`src/rtl/oled_spi_master_if.sv`:
```
// Bundle between the display controller and the Pmod OLED RGB pins:
// power requests, valid/ready word stream and the SPI/power pin set.
interface oled_spi_master_if #(
    parameter int DATA_W = 8
);
    logic              pwr_on_req;
    logic              vcc_req;
    logic              pwr_ready;
    logic              tx_valid;
    logic              tx_ready;
    logic [DATA_W-1:0] tx_data;
    logic              tx_dc;
    logic              busy;
    logic              sclk;
    logic              cs;
    logic              mosi;
    logic              dc_c;
    logic              res;
    logic              vss_en;
    logic              pmod_en;

    modport master (
        output pwr_on_req, vcc_req, tx_valid, tx_data, tx_dc,
        input  pwr_ready, tx_ready, busy, sclk, cs, mosi, dc_c, res, vss_en, pmod_en
    );

    modport slave (
        input  pwr_on_req, vcc_req, tx_valid, tx_data, tx_dc,
        output pwr_ready, tx_ready, busy, sclk, cs, mosi, dc_c, res, vss_en, pmod_en
    );
endinterface

```
`src/rtl/oled_spi_master.sv`:
```
// Pmod OLED RGB driver: SPI mode 3 word serialiser plus panel power sequencer
// (VDD on, reset pulse, VCC gating, ordered power-down). All pins registered.
module oled_spi_master #(
    parameter int CLK_DIV       = 4,
    parameter int DATA_W        = 8,
    parameter int CS_GAP        = 2,
    parameter int PWR_DELAY     = 1000,
    parameter int RES_CYCLES    = 500,
    parameter int VCC_OFF_DELAY = 1000
) (
    input  logic               clk,
    input  logic               rst_n,
    oled_spi_master_if.slave   bus
);

    localparam int SMAX  = (CLK_DIV > CS_GAP) ? CLK_DIV : CS_GAP;
    localparam int SCW   = $clog2(SMAX + 1);
    localparam int BW    = $clog2(DATA_W + 1);
    localparam int PMAX0 = (PWR_DELAY > RES_CYCLES) ? PWR_DELAY : RES_CYCLES;
    localparam int PMAX  = (PMAX0 > VCC_OFF_DELAY) ? PMAX0 : VCC_OFF_DELAY;
    localparam int PCW   = $clog2(PMAX + 1);

    typedef enum logic [2:0] {
        P_OFF, P_VDD_ON, P_RES_LO, P_RES_HI, P_READY, P_DRAIN, P_PWR_DOWN
    } pwr_st_e;

    typedef enum logic [1:0] {
        S_IDLE, S_SETUP, S_SHIFT, S_GAP
    } spi_st_e;

    pwr_st_e           pwr_st_q;
    logic [PCW-1:0]    pcnt_q;
    logic              res_q, vss_en_q, pmod_en_q, pwr_ready_q;

    spi_st_e           spi_st_q;
    logic [SCW-1:0]    scnt_q;
    logic [BW-1:0]     bit_q;
    logic [DATA_W-1:0] sh_q;
    logic              sclk_q, cs_q, mosi_q, dc_q, tx_ready_q, busy_q;

    logic              accept;
    logic              rdy_ok;
    logic [DATA_W-1:0] sh_nx;

    assign accept = bus.tx_valid && tx_ready_q;
    assign rdy_ok = (pwr_st_q == P_READY) && bus.pwr_on_req;
    assign sh_nx  = sh_q << 1;

    // Power sequencer. DRAIN holds VCC until the SPI side has finished its
    // frame and cs gap, so the panel never loses VCC mid-word.
    always_ff @(posedge clk or negedge rst_n) begin
        if (!rst_n) begin
            pwr_st_q    <= P_OFF;
            pcnt_q      <= '0;
            res_q       <= 1'b0;
            vss_en_q    <= 1'b0;
            pmod_en_q   <= 1'b0;
            pwr_ready_q <= 1'b0;
        end else begin
            unique case (pwr_st_q)
                P_OFF: begin
                    if (bus.pwr_on_req) begin
                        pwr_st_q  <= P_VDD_ON;
                        pcnt_q    <= PCW'(PWR_DELAY - 1);
                        pmod_en_q <= 1'b1;
                        res_q     <= 1'b1;
                    end
                end
                P_VDD_ON: begin
                    if (!bus.pwr_on_req) begin
                        pwr_st_q  <= P_OFF;
                        pmod_en_q <= 1'b0;
                        res_q     <= 1'b0;
                    end else if (pcnt_q == '0) begin
                        pwr_st_q <= P_RES_LO;
                        pcnt_q   <= PCW'(RES_CYCLES - 1);
                        res_q    <= 1'b0;
                    end else begin
                        pcnt_q <= pcnt_q - 1'b1;
                    end
                end
                P_RES_LO: begin
                    if (!bus.pwr_on_req) begin
                        pwr_st_q  <= P_OFF;
                        pmod_en_q <= 1'b0;
                        res_q     <= 1'b0;
                    end else if (pcnt_q == '0) begin
                        pwr_st_q <= P_RES_HI;
                        pcnt_q   <= PCW'(RES_CYCLES - 1);
                        res_q    <= 1'b1;
                    end else begin
                        pcnt_q <= pcnt_q - 1'b1;
                    end
                end
                P_RES_HI: begin
                    if (!bus.pwr_on_req) begin
                        pwr_st_q  <= P_OFF;
                        pmod_en_q <= 1'b0;
                        res_q     <= 1'b0;
                    end else if (pcnt_q == '0) begin
                        pwr_st_q    <= P_READY;
                        pwr_ready_q <= 1'b1;
                    end else begin
                        pcnt_q <= pcnt_q - 1'b1;
                    end
                end
                P_READY: begin
                    if (!bus.pwr_on_req) begin
                        pwr_st_q    <= P_DRAIN;
                        pwr_ready_q <= 1'b0;
                    end else begin
                        vss_en_q <= bus.vcc_req;
                    end
                end
                P_DRAIN: begin
                    if (spi_st_q == S_IDLE) begin
                        pwr_st_q <= P_PWR_DOWN;
                        pcnt_q   <= PCW'(VCC_OFF_DELAY - 1);
                        vss_en_q <= 1'b0;
                    end
                end
                P_PWR_DOWN: begin
                    if (pcnt_q == '0) begin
                        pwr_st_q  <= P_OFF;
                        pmod_en_q <= 1'b0;
                        res_q     <= 1'b0;
                    end else begin
                        pcnt_q <= pcnt_q - 1'b1;
                    end
                end
                default: begin
                    pwr_st_q  <= P_OFF;
                    pmod_en_q <= 1'b0;
                    res_q     <= 1'b0;
                    vss_en_q  <= 1'b0;
                end
            endcase
        end
    end

    // SPI serialiser. tx_ready is raised in the last gap cycle so a held
    // tx_valid restarts cs exactly CS_GAP cycles after it rose.
    always_ff @(posedge clk or negedge rst_n) begin
        if (!rst_n) begin
            spi_st_q   <= S_IDLE;
            scnt_q     <= '0;
            bit_q      <= '0;
            sh_q       <= '0;
            sclk_q     <= 1'b1;
            cs_q       <= 1'b1;
            mosi_q     <= 1'b0;
            dc_q       <= 1'b0;
            tx_ready_q <= 1'b0;
            busy_q     <= 1'b0;
        end else begin
            tx_ready_q <= 1'b0;
            if (accept) begin
                spi_st_q <= S_SETUP;
                scnt_q   <= SCW'(CLK_DIV - 1);
                bit_q    <= '0;
                sh_q     <= bus.tx_data;
                mosi_q   <= bus.tx_data[DATA_W-1];
                dc_q     <= bus.tx_dc;
                cs_q     <= 1'b0;
                sclk_q   <= 1'b1;
                busy_q   <= 1'b1;
            end else begin
                unique case (spi_st_q)
                    S_IDLE: tx_ready_q <= rdy_ok;
                    S_SETUP: begin
                        if (scnt_q == '0) begin
                            spi_st_q <= S_SHIFT;
                            sclk_q   <= 1'b0;
                            scnt_q   <= SCW'(CLK_DIV - 1);
                        end else begin
                            scnt_q <= scnt_q - 1'b1;
                        end
                    end
                    S_SHIFT: begin
                        if (scnt_q != '0) begin
                            scnt_q <= scnt_q - 1'b1;
                        end else if (!sclk_q) begin
                            sclk_q <= 1'b1;
                            scnt_q <= SCW'(CLK_DIV - 1);
                        end else if (bit_q == BW'(DATA_W - 1)) begin
                            spi_st_q   <= S_GAP;
                            cs_q       <= 1'b1;
                            scnt_q     <= SCW'(CS_GAP - 1);
                            tx_ready_q <= (CS_GAP == 1) && rdy_ok;
                        end else begin
                            sclk_q <= 1'b0;
                            scnt_q <= SCW'(CLK_DIV - 1);
                            bit_q  <= bit_q + 1'b1;
                            sh_q   <= sh_nx;
                            mosi_q <= sh_nx[DATA_W-1];
                        end
                    end
                    S_GAP: begin
                        if (scnt_q != '0) begin
                            scnt_q     <= scnt_q - 1'b1;
                            tx_ready_q <= (scnt_q == SCW'(1)) && rdy_ok;
                        end else begin
                            spi_st_q   <= S_IDLE;
                            busy_q     <= 1'b0;
                            tx_ready_q <= rdy_ok;
                        end
                    end
                    default: spi_st_q <= S_IDLE;
                endcase
            end
        end
    end

    assign bus.sclk      = sclk_q;
    assign bus.cs        = cs_q;
    assign bus.mosi      = mosi_q;
    assign bus.dc_c      = dc_q;
    assign bus.res       = res_q;
    assign bus.vss_en    = vss_en_q;
    assign bus.pmod_en   = pmod_en_q;
    assign bus.pwr_ready = pwr_ready_q;
    assign bus.tx_ready  = tx_ready_q;
    assign bus.busy      = busy_q;

endmodule

```
`src/flat_wrapper.sv`:
```
// flat-port wrapper written by rule: the top's interface ports become plain ports
module oled_spi_master_flat 
#(
    parameter int CLK_DIV       = 4,
    parameter int DATA_W        = 8,
    parameter int CS_GAP        = 2,
    parameter int PWR_DELAY     = 1000,
    parameter int RES_CYCLES    = 500,
    parameter int VCC_OFF_DELAY = 1000
)
  (clk, rst_n, bus_pwr_on_req, bus_vcc_req, bus_tx_valid, bus_tx_data, bus_tx_dc, bus_pwr_ready, bus_tx_ready, bus_busy, bus_sclk, bus_cs, bus_mosi, bus_dc_c, bus_res, bus_vss_en, bus_pmod_en);
  oled_spi_master_if #(.DATA_W(DATA_W)) bus_i ();
  input  logic clk;
  input  logic rst_n;
  input wire logic [$bits(bus_i.pwr_on_req)-1:0] bus_pwr_on_req;
  input wire logic [$bits(bus_i.vcc_req)-1:0] bus_vcc_req;
  input wire logic [$bits(bus_i.tx_valid)-1:0] bus_tx_valid;
  input wire logic [$bits(bus_i.tx_data)-1:0] bus_tx_data;
  input wire logic [$bits(bus_i.tx_dc)-1:0] bus_tx_dc;
  output wire logic [$bits(bus_i.pwr_ready)-1:0] bus_pwr_ready;
  output wire logic [$bits(bus_i.tx_ready)-1:0] bus_tx_ready;
  output wire logic [$bits(bus_i.busy)-1:0] bus_busy;
  output wire logic [$bits(bus_i.sclk)-1:0] bus_sclk;
  output wire logic [$bits(bus_i.cs)-1:0] bus_cs;
  output wire logic [$bits(bus_i.mosi)-1:0] bus_mosi;
  output wire logic [$bits(bus_i.dc_c)-1:0] bus_dc_c;
  output wire logic [$bits(bus_i.res)-1:0] bus_res;
  output wire logic [$bits(bus_i.vss_en)-1:0] bus_vss_en;
  output wire logic [$bits(bus_i.pmod_en)-1:0] bus_pmod_en;
  assign bus_i.pwr_on_req = bus_pwr_on_req;
  assign bus_i.vcc_req = bus_vcc_req;
  assign bus_i.tx_valid = bus_tx_valid;
  assign bus_i.tx_data = bus_tx_data;
  assign bus_i.tx_dc = bus_tx_dc;
  assign bus_pwr_ready = bus_i.pwr_ready;
  assign bus_tx_ready = bus_i.tx_ready;
  assign bus_busy = bus_i.busy;
  assign bus_sclk = bus_i.sclk;
  assign bus_cs = bus_i.cs;
  assign bus_mosi = bus_i.mosi;
  assign bus_dc_c = bus_i.dc_c;
  assign bus_res = bus_i.res;
  assign bus_vss_en = bus_i.vss_en;
  assign bus_pmod_en = bus_i.pmod_en;
  oled_spi_master #(.CLK_DIV(CLK_DIV), .DATA_W(DATA_W), .CS_GAP(CS_GAP), .PWR_DELAY(PWR_DELAY), .RES_CYCLES(RES_CYCLES), .VCC_OFF_DELAY(VCC_OFF_DELAY)) u_core (.clk(clk), .rst_n(rst_n), .bus(bus_i));
endmodule
```
`config.mk`:
```
export PLATFORM = sky130hd
export DESIGN_NAME = oled_spi_master_flat
export DESIGN_NICKNAME = d
export VERILOG_FILES = /design/src/rtl/oled_spi_master_if.sv /design/src/rtl/oled_spi_master.sv /design/src/flat_wrapper.sv
export SDC_FILE = /design/constraint.sdc
export NUM_CORES = 1
export LEC_CHECK = 0
export ABC_AREA = 1
export BUFFER_PORTS_ARGS = -buffer_cell sky130_fd_sc_hd__buf_2
export CAP_MARGIN = 30
export CORE_MARGIN = 5
export CORE_UTILIZATION = 47
export DETAILED_ROUTE_END_ITERATION = 8
export PLACE_DENSITY = 0.66
export SYNTH_ARGS = -nofsm -noshare
export SYNTH_HDL_FRONTEND = slang
export SYNTH_SLANG_ARGS = --single-unit
```
`constraint.sdc`:
```
create_clock -name clk -period 3.2 [get_ports clk]
set_input_delay 0 -clock clk [delete_from_list [all_inputs] [get_ports clk]]
set_output_delay 0 -clock clk [all_outputs]
set_load 0.01 [all_outputs]
```
## Word level (Yosys, flattened, before mapping)

Index checks and enable logic that the tools add are counted.

- Register bits after elaboration: 39
- Input port bits: 14
- Output and inout bits: 10
- Word-level logic and storage cells: 163

- Add/subtract/negate cells: 3
- Equal/unequal tests: 32
- Multiplexer cells: 78
- Bitwise gates (word level): 2
- Reduce and logical (&&, ||, !) cells: 32

Operators by type and width:

| cell | number |
|---|---|
| 10-bit 2-to-1 mux | 6 |
| 10-bit case mux with 5 select lines | 1 |
| 3-bit 2-to-1 mux | 15 |
| 7-bit 2-to-1 mux | 5 |
| 1-bit 2-to-1 mux | 30 |
| 3-bit case mux with 7 select lines | 1 |
| 4-bit 2-to-1 mux | 5 |
| 4-bit AND reduction | 5 |
| 3-bit by 2-bit inequality test with 1-bit output, second input constant | 5 |
| 2-bit 2-to-1 mux | 7 |
| 2-bit by 1-bit inequality test with 1-bit output, second input constant | 6 |
| 2-bit inequality test, second input constant | 6 |
| 3-bit by 1-bit inequality test with 1-bit output, second input constant | 4 |
| 10-bit logical NOT | 1 |
| 2-bit nonzero test | 5 |
| 10-bit by 1-bit subtractor with 10-bit output, second input constant | 1 |
| 3-bit equality test, second input constant | 3 |
| 3-bit case mux with 3 select lines | 1 |
| 7-bit AND reduction | 1 |
| 3-bit by 1-bit equality test with 1-bit output, second input constant | 2 |
| 3-bit by 2-bit equality test with 1-bit output, second input constant | 2 |
| 3-bit logical NOT | 2 |
| 1-bit case mux with 2 select lines | 3 |
| 1-bit case mux with 6 select lines | 1 |
| 21 further kinds | 29 |

## Longest topological paths before layout

Gate-level depths: netlist of the first run.

- Word-level depth: 6
- Depth in mapped cells: 11
- Mapped depth without buffers: 11

## Worst setup path before layout of the first run

No wires, ideal clock.

- Path type: register to register
- Start point: register u_core.pcnt_q[0]
- End point: register u_core.pwr_st_q[1]
- Setup time: 0.125 ns
- Arrival: 1.455 ns
- Data required time: 3.075 ns
- Path slack: 1.620 ns
- Cell stages (with the launch flop): 10
- Path buffers: 0
- Period minus slack after synthesis: 1.580 ns
- Cell sequence: dfrtp_1 -> inv_1 -> ha_1 -> nand2_1 -> nor2_2 -> nand3_2 -> o21ai_0 -> nand3_2 -> nand2_1 -> o21ai_1

- Word-level cells in the longest chain between the ends: 3
- Elaborated cells on any way between the ends: 6
- Classes of those cells: 4 x eq/ne; 2 x reduce/logical

RTL lines:

| item | line | source |
|---|---|---|
| from (decl) | oled_spi_master.sv:32 | `logic [PCW-1:0] pcnt_q;` |
| from (signal assigned) | oled_spi_master.sv:64 | `pcnt_q <= PCW'(PWR_DELAY - 1);` |
| from (signal assigned) | oled_spi_master.sv:76 | `pcnt_q <= PCW'(RES_CYCLES - 1);` |
| from (signal assigned) | oled_spi_master.sv:79 | `pcnt_q <= pcnt_q - 1'b1;` |
| 10-bit logical NOT (*) | n/a |  |
| 3-bit by 2-bit inequality test with 1-bit output (no line) or 2-bit by 1-bit inequality test with 1-bit output (tied branches) | n/a |  |
| 7-bit AND reduction (no line) (*) | n/a |  |
| to (signal assigned) | oled_spi_master.sv:75 | `pwr_st_q <= P_RES_LO;` |
| to (signal assigned) | oled_spi_master.sv:88 | `pwr_st_q <= P_RES_HI;` |
| to (signal assigned) | oled_spi_master.sv:101 | `pwr_st_q <= P_READY;` |
| to (decl) | oled_spi_master.sv:31 | `pwr_st_e pwr_st_q;` |

Every way passes the cells marked *; elsewhere a longest branch is shown, timed or not.
A chain may end at the register's enable or synchronous reset.

## Final worst setup path of the first run

Ends and elaborated chain as after synthesis.

==> impl_metrics.json, run 1 <==
{
  "die_w_um": 83.1,
  "r2r_slack_ns": 1.40,
  "drt_first_pass_iters": 4,
  "synth_compound_area_share_pct": 9.12,
  "hpwl_um": 3840,
  "cap_violations": 0,
  "p_int_mw": 1.22,
  "areaGrowthSynthToFinish_pct": 17.5,
  "synth_top_cell_by_area": "dfrtp_1",
  "arrival_ns": 1.98,
  "avgSynthCellArea_um2": 7.43,
  "reg2reg_to": "u_core.pwr_st_q[1]$_DFFE_PN0P_",
  "core_area_um2": 5140,
  "period_needed_ns": 1.80,
  "min_period_over_period_pct": 56.1,
  "setup.worst_path.start_class": "flip-flop",
  "drc_errors": 0,
  "leakage_nw": 1.53,
  "skew_ns": 0.0107,
  "cts_tree": "built",
  "dieArea_um2": 6900,
  "rows": 26,
  "fin_nets": 401,
  "yosysWarnings": 0,
  "yosysUniqueCellTypes": 34,
  "first_iter_violations": 85,
  "hold_path_startpoint": "bus_tx_valid",
  "grt.overflow.total": 0,
  "reg2reg_from": "u_core.pcnt_q[0]$_DFFE_PN0P_",
  "drive_above_1_share_pct": 19.0,
  "yosysSeqAreaShare_pct": 39.0,
  "wl_per_cell_um": 12.1,
  "cts-resized-gates": 0,
  "synth_top_family_by_area": "simple AND/OR/NAND/NOR gates",
  "finalHoldViolations": 0,
  "vias_per_cell": 4.90,
  "finalWorstSetupSlack_ns": 1.40,
  "syn_area_um2": 2510,
  "synth_cells": 338,
  "grt_max_degree": 40,
  "num_antenna_cells": 0,
  "clkLatencyLatePin_ns": 0.30,
  "dp_slack_ns": 1.42,
  "hp-class": "in -> reg",
  "hold_end": "u_core.bus.dc_c$_DFFE_PN0P_",
  "r2r_cells": 9,
  "worstMarginPinSlew_ns": 0.905,
  "cts_buffers": 5,
  "synth_xor_area_share_pct": 1.74,
  "synthAdderAreaFrac_pct": 4.99,
  "gp_congestion": 0.944,
  "endpoint_kind": "flip-flop",
  "cts-root-buf": "clkbuf_8",
  "drtAntennaViolNets": 0,
  "p_clk_share_pct": 24.0,
  "fmax_ghz": 0.557,
  "switching_power_mw": 0.880,
  "worstSetupPathType": "reg -> reg",
  "cts.sinks": 39,
  "grt_util_all_layers_pct": 16.8,
  "vdd_drop_max_mv": 0.330,
  "routed-via-count": 2197,
  "finalSetupViolCount": 0,
  "min_path_cells": 4,
  "cts_buffer_depth": 2,
  "synth.net_count": 362,
  "final_util_pct": 57.4,
  "grt_antenna_before_repair": 0,
  "io_buffers": 23,
  "grt_pass1_wl_um": 9690,
  "rsz0062_at_grt": "no",
  "worstPathRequired_ns": 3.39,
  "seq_power_share_pct": 33.8,
  "power.share.combinational_pct": 42.2,
  "routed_wirelength_um": 5400,
  "start_util_pct": 48.8,
  "htree_num_levels": 2,
  "synthMuxAreaShare_pct": 0,
  "path_clk_slew_ns": 0.09,
  "relSlewSlack_pct": 39.7,
  "ys_ff_latch": 39,
  "status": "finished, final reports clean",
  "synthTopCellsByArea": "dfrtp_1 (37%), nand2_1 (16%), inv_1 (5.1%), ha_1 (5.0%), nor2_1 (4.6%)",
  "grt_pass1_vias": 2166,
  "synth_simple_gate_area_share_pct": 37.8,
  "p_sw_share_pct": 41.8,
  "drv_slew": 0,
  "power.density_nw_per_um2": 713,
  "io_pins": 24,
  "tns_ns": 0,
  "worstPathMaxFanout": 9,
  "die_height_um": 83.1,
  "synth_top_area_share_pct": 36.9
}
## sequential cells by signal, summed over array words and instances (netlist names)
register,count
u_core.sh_q,7
u_core.bus.pmod_en,1
u_core.bus.mosi,1
u_core.scnt_q,3
u_core.bus.tx_ready,1
u_core.bus.sclk,1
u_core.bit_q,4
u_core.bus.vss_en,1
u_core.bus.pwr_ready,1
u_core.bus.res,1
u_core.bus.cs,1
u_core.bus.busy,1
u_core.pcnt_q,10
u_core.spi_st_q,2
u_core.bus.dc_c,1
u_core.pwr_st_q,3
## critical path, cell delays in order, from the launching register on
cell and delay (ns):
dfrtp_1 0.38, inv_1 0.16, ha_1 0.24, nand2_1 0.10, nor2_2 0.13, nand3_2 0.20
o21ai_0 0.16, nand3_2 0.15, nand2_1 0.09, o21ai_1 0.06
## synthesized netlist by cell type
cell type	number
o31ai_1	1
o21ai_2	2
nor2_2	8
buf_1	1
dfrtp_1	37
nand3_2	5
nand3_4	2
inv_4	1
xnor2_1	1
ha_1	10
nand3b_1	1
inv_6	1
inv_1	34
xor2_1	4
o21ai_1	6
buf_4	2
nand2_2	5
nand2_4	3
o22ai_1	2
a21oi_1	6
or2_2	1
o21ai_0	23
nor3b_1	2
nor2_4	4
nand2_1	104
nand4_2	1
inv_2	6
nand4_1	5
nand3_1	20
dfstp_2	2
nor3_1	5
nor2_1	31
o211ai_1	1
a22o_1	1
## cells in the final DEF, fill, tap and decap left out, types with 3 or more instances in the layout
| cell type | count |
|---|---|
| inv_2 | 6 |
| dfrtp_1 | 37 |
| nand2_1 | 104 |
| nand2_4 | 3 |
| inv_1 | 34 |
| nor2_2 | 8 |
| buf_2 | 23 |
| xor2_1 | 4 |
| o21ai_1 | 6 |
| nor2_4 | 4 |
| dlygate4sd3_1 | 12 |
| ha_1 | 10 |
| nor3_1 | 5 |
| nand4_1 | 5 |
| nand3_2 | 5 |
| a21oi_1 | 6 |
| clkbuf_8 | 5 |
| nand3_1 | 20 |
| nand2_2 | 5 |
| o21ai_0 | 23 |
| nor2_1 | 31 |
## layer usage
layer | GRT usage [%] | share of wire [%] | up-vias
met5 | 0 | 0 | -
met4 | 5.79 | 0.98 | 0
met3 | 3.76 | 3.1 | 4
met2 | 27.5 | 47 | 30
met1 | 21.8 | 49 | 999
li1 | - | - | 1164
## cells by family (layout without fill, tap and decap cells)
logic type | count (synthesis) | in the layout
flip-flops | 39 | 39
AO/OA/AOI/OAI | 42 | 42
XOR/XNOR | 5 | 5
adder cells (fa/ha/maj) | 10 | 10
buffers and inverters | 45 | 85
AND/OR/NAND/NOR | 197 | 197
## layout make-up
cell class	instances	area (um^2)
Clock buffer	5	68.8
Clock inverter	3	67.6
Fill cell	526	2190
Inverter	42	165
Multi-Input combinational cell	254	1350
Sequential cell	39	978
Tap cell	70	87.6
Timing Repair Buffer	35	235
## stage by stage
step	area, um^2	hold slack, ns	instances	power (mW)
floorplan	2510	-0.296	338	1.41
finish	2950	0.195	448	2.10
global placement	2690	0.172	428	1.59
global route	2950	0.255	448	2.29
CTS	2950	0.199	448	2.12
detailed placement	2690	0.183	428	1.60
## timing repair
item                      in CTS  in global routing
buffers inserted               0                  0
hold buffers                  12                  0
hold endpoints to repair      48                  0
## power groups by stage
stage / clock network, mW / registers (mW) / logic, mW
4_1_cts: 0.518 / 0.708 / 0.895
3_5_place_dp: 0 / 0.719 / 0.879
6_report: 0.505 / 0.711 / 0.887
3_3_place_gp: 0 / 0.718 / 0.874
2_1_floorplan: 0 / 0.677 / 0.733
5_1_grt: 0.536 / 0.724 / 1.03
## worst max-delay path by stage
stage                                      start                              to  slack [ns]  cells after the start
floorplan           u_core.pcnt_q[0]$_DFFE_PN0P_  u_core.pwr_st_q[1]$_DFFE_PN0P_        1.62                      9
detailed placement  u_core.pcnt_q[0]$_DFFE_PN0P_  u_core.pwr_st_q[2]$_DFFE_PN0P_        1.42                      9
global placement    u_core.pcnt_q[0]$_DFFE_PN0P_  u_core.pwr_st_q[1]$_DFFE_PN0P_        1.48                      9
finish              u_core.pcnt_q[0]$_DFFE_PN0P_  u_core.pwr_st_q[1]$_DFFE_PN0P_        1.40                      9
global route        u_core.pcnt_q[0]$_DFFE_PN0P_  u_core.pwr_st_q[1]$_DFFE_PN0P_        1.20                      9
CTS                 u_core.pcnt_q[0]$_DFFE_PN0P_  u_core.pwr_st_q[1]$_DFFE_PN0P_        1.40                      9
Power figures use the tool's default switching activity.
==> inputs of run 2 (changes only) <==
- clock period: 3.2 -> 1.7 ns (I/O delays scaled with it)
==> impl_metrics.json, run 2 (synthesis gave the netlist of run 1 again) <==
{
  "path_clk_slew_ns": 0.09,
  "skew_ns": 0.00509,
  "first_iter_violations": 100,
  "period_needed_ns": 1.61,
  "areaGrowthSynthToFinish_pct": 22.9,
  "wl_per_cell_um": 12.2,
  "finalSetupViolCount": 0,
  "grt_max_degree": 40,
  "leakage_nw": 1.58,
  "setup.worst_path.start_class": "flip-flop",
  "mostFrequentLayoutCells": "nand2_1 (102), dfrtp_1 (34), inv_1 (32)",
  "drv_slew": 0,
  "vdd_drop_max_mv": 0.512,
  "gp_congestion": 0.930,
  "power.density_nw_per_um2": 1270,
  "finalWorstSetupSlack_ns": 0.0891,
  "hpwl_um": 3890,
  "htree_num_levels": 2,
  "cts_buffers": 5,
  "grt_pass1_wl_um": 9560,
  "start_util_pct": 48.8,
  "grt_antenna_before_repair": 0,
  "worst_path_max_delay_cell": "dfrtp_2",
  "largest_reg_flops": 10,
  "status": "finished, final reports clean",
  "num_antenna_cells": 0,
  "regArea_um2": 982,
  "die_w_um": 83.1,
  "clkLatencyLatePin_ns": 0.30,
  "drt_first_pass_iters": 4,
  "crit_buf_inv": 2,
  "timing.hold.ws_ns": 0.0629,
  "cts_tree": "built",
  "dpl_cell_area_um2": 2760,
  "mostFrequentLayoutCell": "nand2_1",
  "io_pins": 24,
  "placedCellCount": 437,
  "arrival_ns": 1.81,
  "fillCellCount": 476,
  "tns_ns": 0,
  "fin_nets": 414,
  "cp_top_family": "simple AND/OR/NAND/NOR gates",
  "finalHoldViolations": 0,
  "die_height_um": 83.1,
  "cts-root-buf": "clkbuf_8",
  "endpoint_kind": "flip-flop",
  "worstMarginPinSlew_ns": 0.503,
  "routed_wirelength_um": 5610,
  "core_area_um2": 5140,
  "dp_slack_ns": 0.0486,
  "largest_register": "u_core.pcnt_q",
  "multiInputGateArea_um2": 1400,
  "relSlewSlack_pct": 66.5,
  "worstSetupPathType": "reg -> reg",
  "dieArea_um2": 6900,
  "vias_per_cell": 4.91,
  "worstPathCellList": "buf_4 > ha_1 > inv_1 > nor3_2 > nor2_1 > nand2_1 > nor2_1 > a21oi_1",
  "io_buffers": 23,
  "grt_pass1_vias": 2139,
  "cts.sinks": 39,
  "final_cells": 461,
  "min_period_over_period_pct": 94.8,
  "drc_errors": 0,
  "grt_util_all_layers_pct": 16.6,
  "grt.overflow.total": 0,
  "drive_above_1_share_pct": 25.6,
  "worstPathRequired_ns": 1.90,
  "routed-via-count": 2264,
  "cap_violations": 0,
  "worstPathMaxFanout": 5,
  "rows": 26,
  "cts_buffer_depth": 2,
  "reg.largest.list": "u_core.pcnt_q: 10 flops, u_core.sh_q: 7 flops, u_core.bit_q: 4 flops",
  "hp-class": "in -> reg",
  "cpMostUsedCell": "nor2_1",
  "worst_path_largest_cell_delay_ns": 0.44,
  "final_area_um2": 3090,
  "drtAntennaViolNets": 0,
  "fmax_ghz": 0.621
}
[run 2: cell count changes in the layout (fill, tap and decap cells not counted), sizes merged]
cell / delta
inv: +1
bufinv: -1
buf: +13
[run 2: report_power, final]
| group | internal [mW] | switching [mW] | leakage, nW |
|---|---|---|---|
| Combinational | 0.652 | 1.10 | 1.05 |
| Sequential | 1.11 | 0.223 | 0.477 |
| Clock | 0.443 | 0.379 | 0.0548 |
| Total | 2.21 | 1.70 | 1.58 |
[run 2: worst paths after layout]
check | slack, ns | cells after the start | start | endpoint
min | 0.06 | 4 | bus_tx_valid | u_core.bus.tx_ready$_DFF_PN0_
max reg2reg | 0.09 | 8 | u_core.spi_st_q[0]$_DFFE_PN0P_ | u_core.scnt_q[1]$_DFFE_PN0P_
max | 0.09 | 8 | u_core.spi_st_q[0]$_DFFE_PN0P_ | u_core.scnt_q[1]$_DFFE_PN0P_
min in group asynchronous | 0.28 | 3 | rst_n | u_core.pcnt_q[9]$_DFFE_PN0P_
min reg2reg | 0.49 | 2 | u_core.bus.dc_c$_DFFE_PN0P_ | u_core.bus.dc_c$_DFFE_PN0P_
max in group asynchronous | 1.04 | 3 | rst_n | u_core.pcnt_q[3]$_DFFE_PN0P_
[run 2: what timing repair did]
action / in CTS / in global routing
endpoints found under the hold margin: 48 / 0
gates resized for setup: 0 / 21
setup buffers: 0 / 4
endpoints found under the setup margin: 0 / 26
hold buffers: 12 / 0
[run 2: layout make-up]
type                            count  area share [%]
Clock buffer                        5            2.23
Tap cell                           70            2.84
Timing Repair Buffer               48            10.8
Inverter                           42            5.35
Sequential cell                    39            31.8
Clock inverter                      3            1.50
Multi-Input combinational cell    254            45.5
[run 2: worst min-delay path, stage by stage]
cell and delay, ns:
buf_2 0.07, nand2_1 0.09, nand2_1 0.12, nor2_1 0.05
[run 2: layer usage]
| layer | vias to the layer above | share of wire [%] | track usage [%] | routed length, um |
|---|---|---|---|---|
| li1 | 1201 | - | - | - |
| met1 | 1026 | 48 | 22.0 | 2690 |
| met2 | 31 | 48 | 26.6 | 2690 |
| met3 | 6 | 3.2 | 3.96 | 178 |
| met4 | 0 | 1.0 | 5.05 | 56 |
| met5 | - | 0 | 0 | 0 |
[run 2: per-stage QoR]
step	power, mW	util, %
floorplan	2.66	-
global placement	3.02	53.7
detailed placement	3.04	53.7
CTS	3.89	58.3
global route	4.26	60.0
finish	3.91	60.0
==> inputs of run 3 (changes only) <==
- GPL_TIMING_DRIVEN: default -> 0
==> impl_metrics.json, run 3 (synthesis gave the netlist of run 1 again) <==
{
  "start_util_pct": 48.8,
  "cap_violations": 0,
  "final_cells": 458,
  "finalPower_mw": 3.75,
  "die_height_um": 83.1,
  "endpoint_kind": "flip-flop",
  "drtAntennaViolNets": 0,
  "fmax_ghz": 0.603,
  "wl_per_cell_um": 12.2,
  "wl_met2_um": 2640,
  "r2r_cells": 6,
  "rows": 26,
  "finalSetupViolCount": 0,
  "routed_wirelength_um": 5580,
  "grt.overflow.total": 0,
  "highest_layer": "met4",
  "rsz0062_at_grt": "yes",
  "drive_above_1_share_pct": 24.2,
  "gp_congestion": 0.914,
  "htree_num_levels": 2,
  "mostFrequentLayoutCell": "nand2_1",
  "power.density_nw_per_um2": 1220,
  "die_w_um": 83.1,
  "cts.sinks": 39,
  "hpwl_um": 3770,
  "reg.largest.list": "u_core.pcnt_q: 10 flops, u_core.sh_q: 7 flops, u_core.bit_q: 4 flops",
  "skew_ns": 0.00538,
  "cts_buffer_depth": 2,
  "cts-root-buf": "clkbuf_8",
  "arrival_ns": 1.86,
  "reg2reg_to": "u_core.spi_st_q[1]$_DFFE_PN0P_",
  "dieArea_um2": 6900,
  "grt_max_degree": 40,
  "num_antenna_cells": 0,
  "worstPathRequired_ns": 1.90,
  "clkLatencyLatePin_ns": 0.29,
  "finalWorstSetupSlack_ns": 0.0422,
  "mostFrequentLayoutCells": "nand2_1 (102), dfrtp_1 (36), inv_1 (31)",
  "relSlewSlack_pct": 41.7,
  "grt_util_all_layers_pct": 16.1,
  "finalHoldViolations": 0,
  "cts_tree": "built",
  "hp-class": "in -> reg",
  "status": "finished, final reports clean",
  "routed-via-count": 2260,
  "drc_errors": 0,
  "reg2reg_from": "u_core.spi_st_q[0]$_DFFE_PN0P_",
  "first_iter_violations": 97,
  "fillCellCount": 491,
  "crit_end": "u_core.spi_st_q[1]$_DFFE_PN0P_",
  "fin_nets": 411,
  "cts_buffers": 5,
  "largest_reg_flops": 10,
  "drt_first_pass_iters": 4,
  "min_period_over_period_pct": 97.5,
  "leakage_nw": 1.55,
  "grt_antenna_before_repair": 0,
  "r2r_slack_ns": 0.04,
  "period_needed_ns": 1.66,
  "drv_slew": 0,
  "worstMarginPinSlew_ns": 0.874,
  "largest_register": "u_core.pcnt_q",
  "critPathLaunch": "u_core.spi_st_q[0]$_DFFE_PN0P_",
  "vias_per_cell": 4.93,
  "worstPathMaxFanout": 4,
  "grt_pass1_vias": 2169,
  "setup.worst_path.start_class": "flip-flop",
  "vdd_drop_max_mv": 0.570,
  "hold_path_startpoint": "bus_pwr_on_req",
  "path_clk_slew_ns": 0.08,
  "worstSetupPathType": "reg -> reg",
  "grt_pass1_wl_um": 9250,
  "drt-met1-wl_um": 2630,
  "io_buffers": 23,
  "placedCellCount": 431,
  "core_area_um2": 5140,
  "io_pins": 24,
  "wl_met3_um": 190,
  "areaGrowthSynthToFinish_pct": 21.9,
  "dp_slack_ns": -0.160
}
==> run 3: changes by cell type in the layout (fill, tap and decap cells not counted), sizes merged <==
cell	before	now
clkinv	0	1
inv	43	42
clkbuf	5	8
buf	36	32
bufinv	1	0
nand3	27	28
dlygate4sd3	12	11
clkinvlp	1	0
==> run 3: layer usage <==
layer / global-route usage (%) / up-vias
li1: - / 1182
met1: 20.9 / 1028
met2: 25.9 / 38
met3: 4.16 / 12
met4: 5.35 / 0
met5: 0 / -
==> run 3: metrics by stage <==
step	utilization, %	cell area, um^2	hold slack [ns]	setup TNS (ns)
finish	59.5	3060	0.0211	0
global route	59.5	3060	0.0532	-0.0961
CTS	57.3	2940	0.0118	-0.00428
detailed placement	52.8	2710	0.176	-1.45
global placement	52.8	2710	0.175	-1.27
floorplan	-	2510	-0.296	0
==> run 3: area by class of cell <==
class	instances	area, um^2	area share, %
inverters	42	165	5.40
clock inverters	1	5.00	0.164
clock buffers	7	76.3	2.49
plain buffers	3	20.0	0.654
repair buffers	41	278	9.08
flip-flops and latches	39	980	32.0
well taps	70	87.6	2.86
multi-input cells	255	1450	47.3
==> run 3: critical path: stages (launching register included) <==
cell and delay [ns]:
dfrtp_1 0.39, buf_4 0.16, ha_1 0.19, or2_2 0.28, o21ai_1 0.15, nand3_2 0.13, o31ai_2 0.26
==> run 3: worst min path at each step <==
stage | end | slack, ns | cells past startpoint
2_1_floorplan | u_core.bit_q[0]$_DFFE_PN0P_ | -0.30 | 0
3_3_place_gp | u_core.bus.res$_DFFE_PN0P_ | 0.18 | 1
3_5_place_dp | u_core.bus.res$_DFFE_PN0P_ | 0.18 | 1
4_1_cts | u_core.bus.pwr_ready$_DFFE_PN0P_ | 0.01 | 3
5_1_grt | u_core.bus.pwr_ready$_DFFE_PN0P_ | 0.05 | 3
6_report | u_core.bus.pwr_ready$_DFFE_PN0P_ | 0.02 | 3
==> run 3: repair_timing <==
action                                  4_1_cts  5_1_grt
gates cloned                                  0        1
pin swaps                                     0        8
setup buffers                                 1        6
endpoints found under the hold margin        47        0
hold buffers                                 11        0
resized for setup                             6       20
endpoints found under the setup margin       18       26
==> run 3: where the power goes <==
part           internal (mW)  total [mW]  switching, mW
registers               1.11        1.28          0.173
logic                  0.667        1.84           1.17
clock network          0.289       0.623          0.335
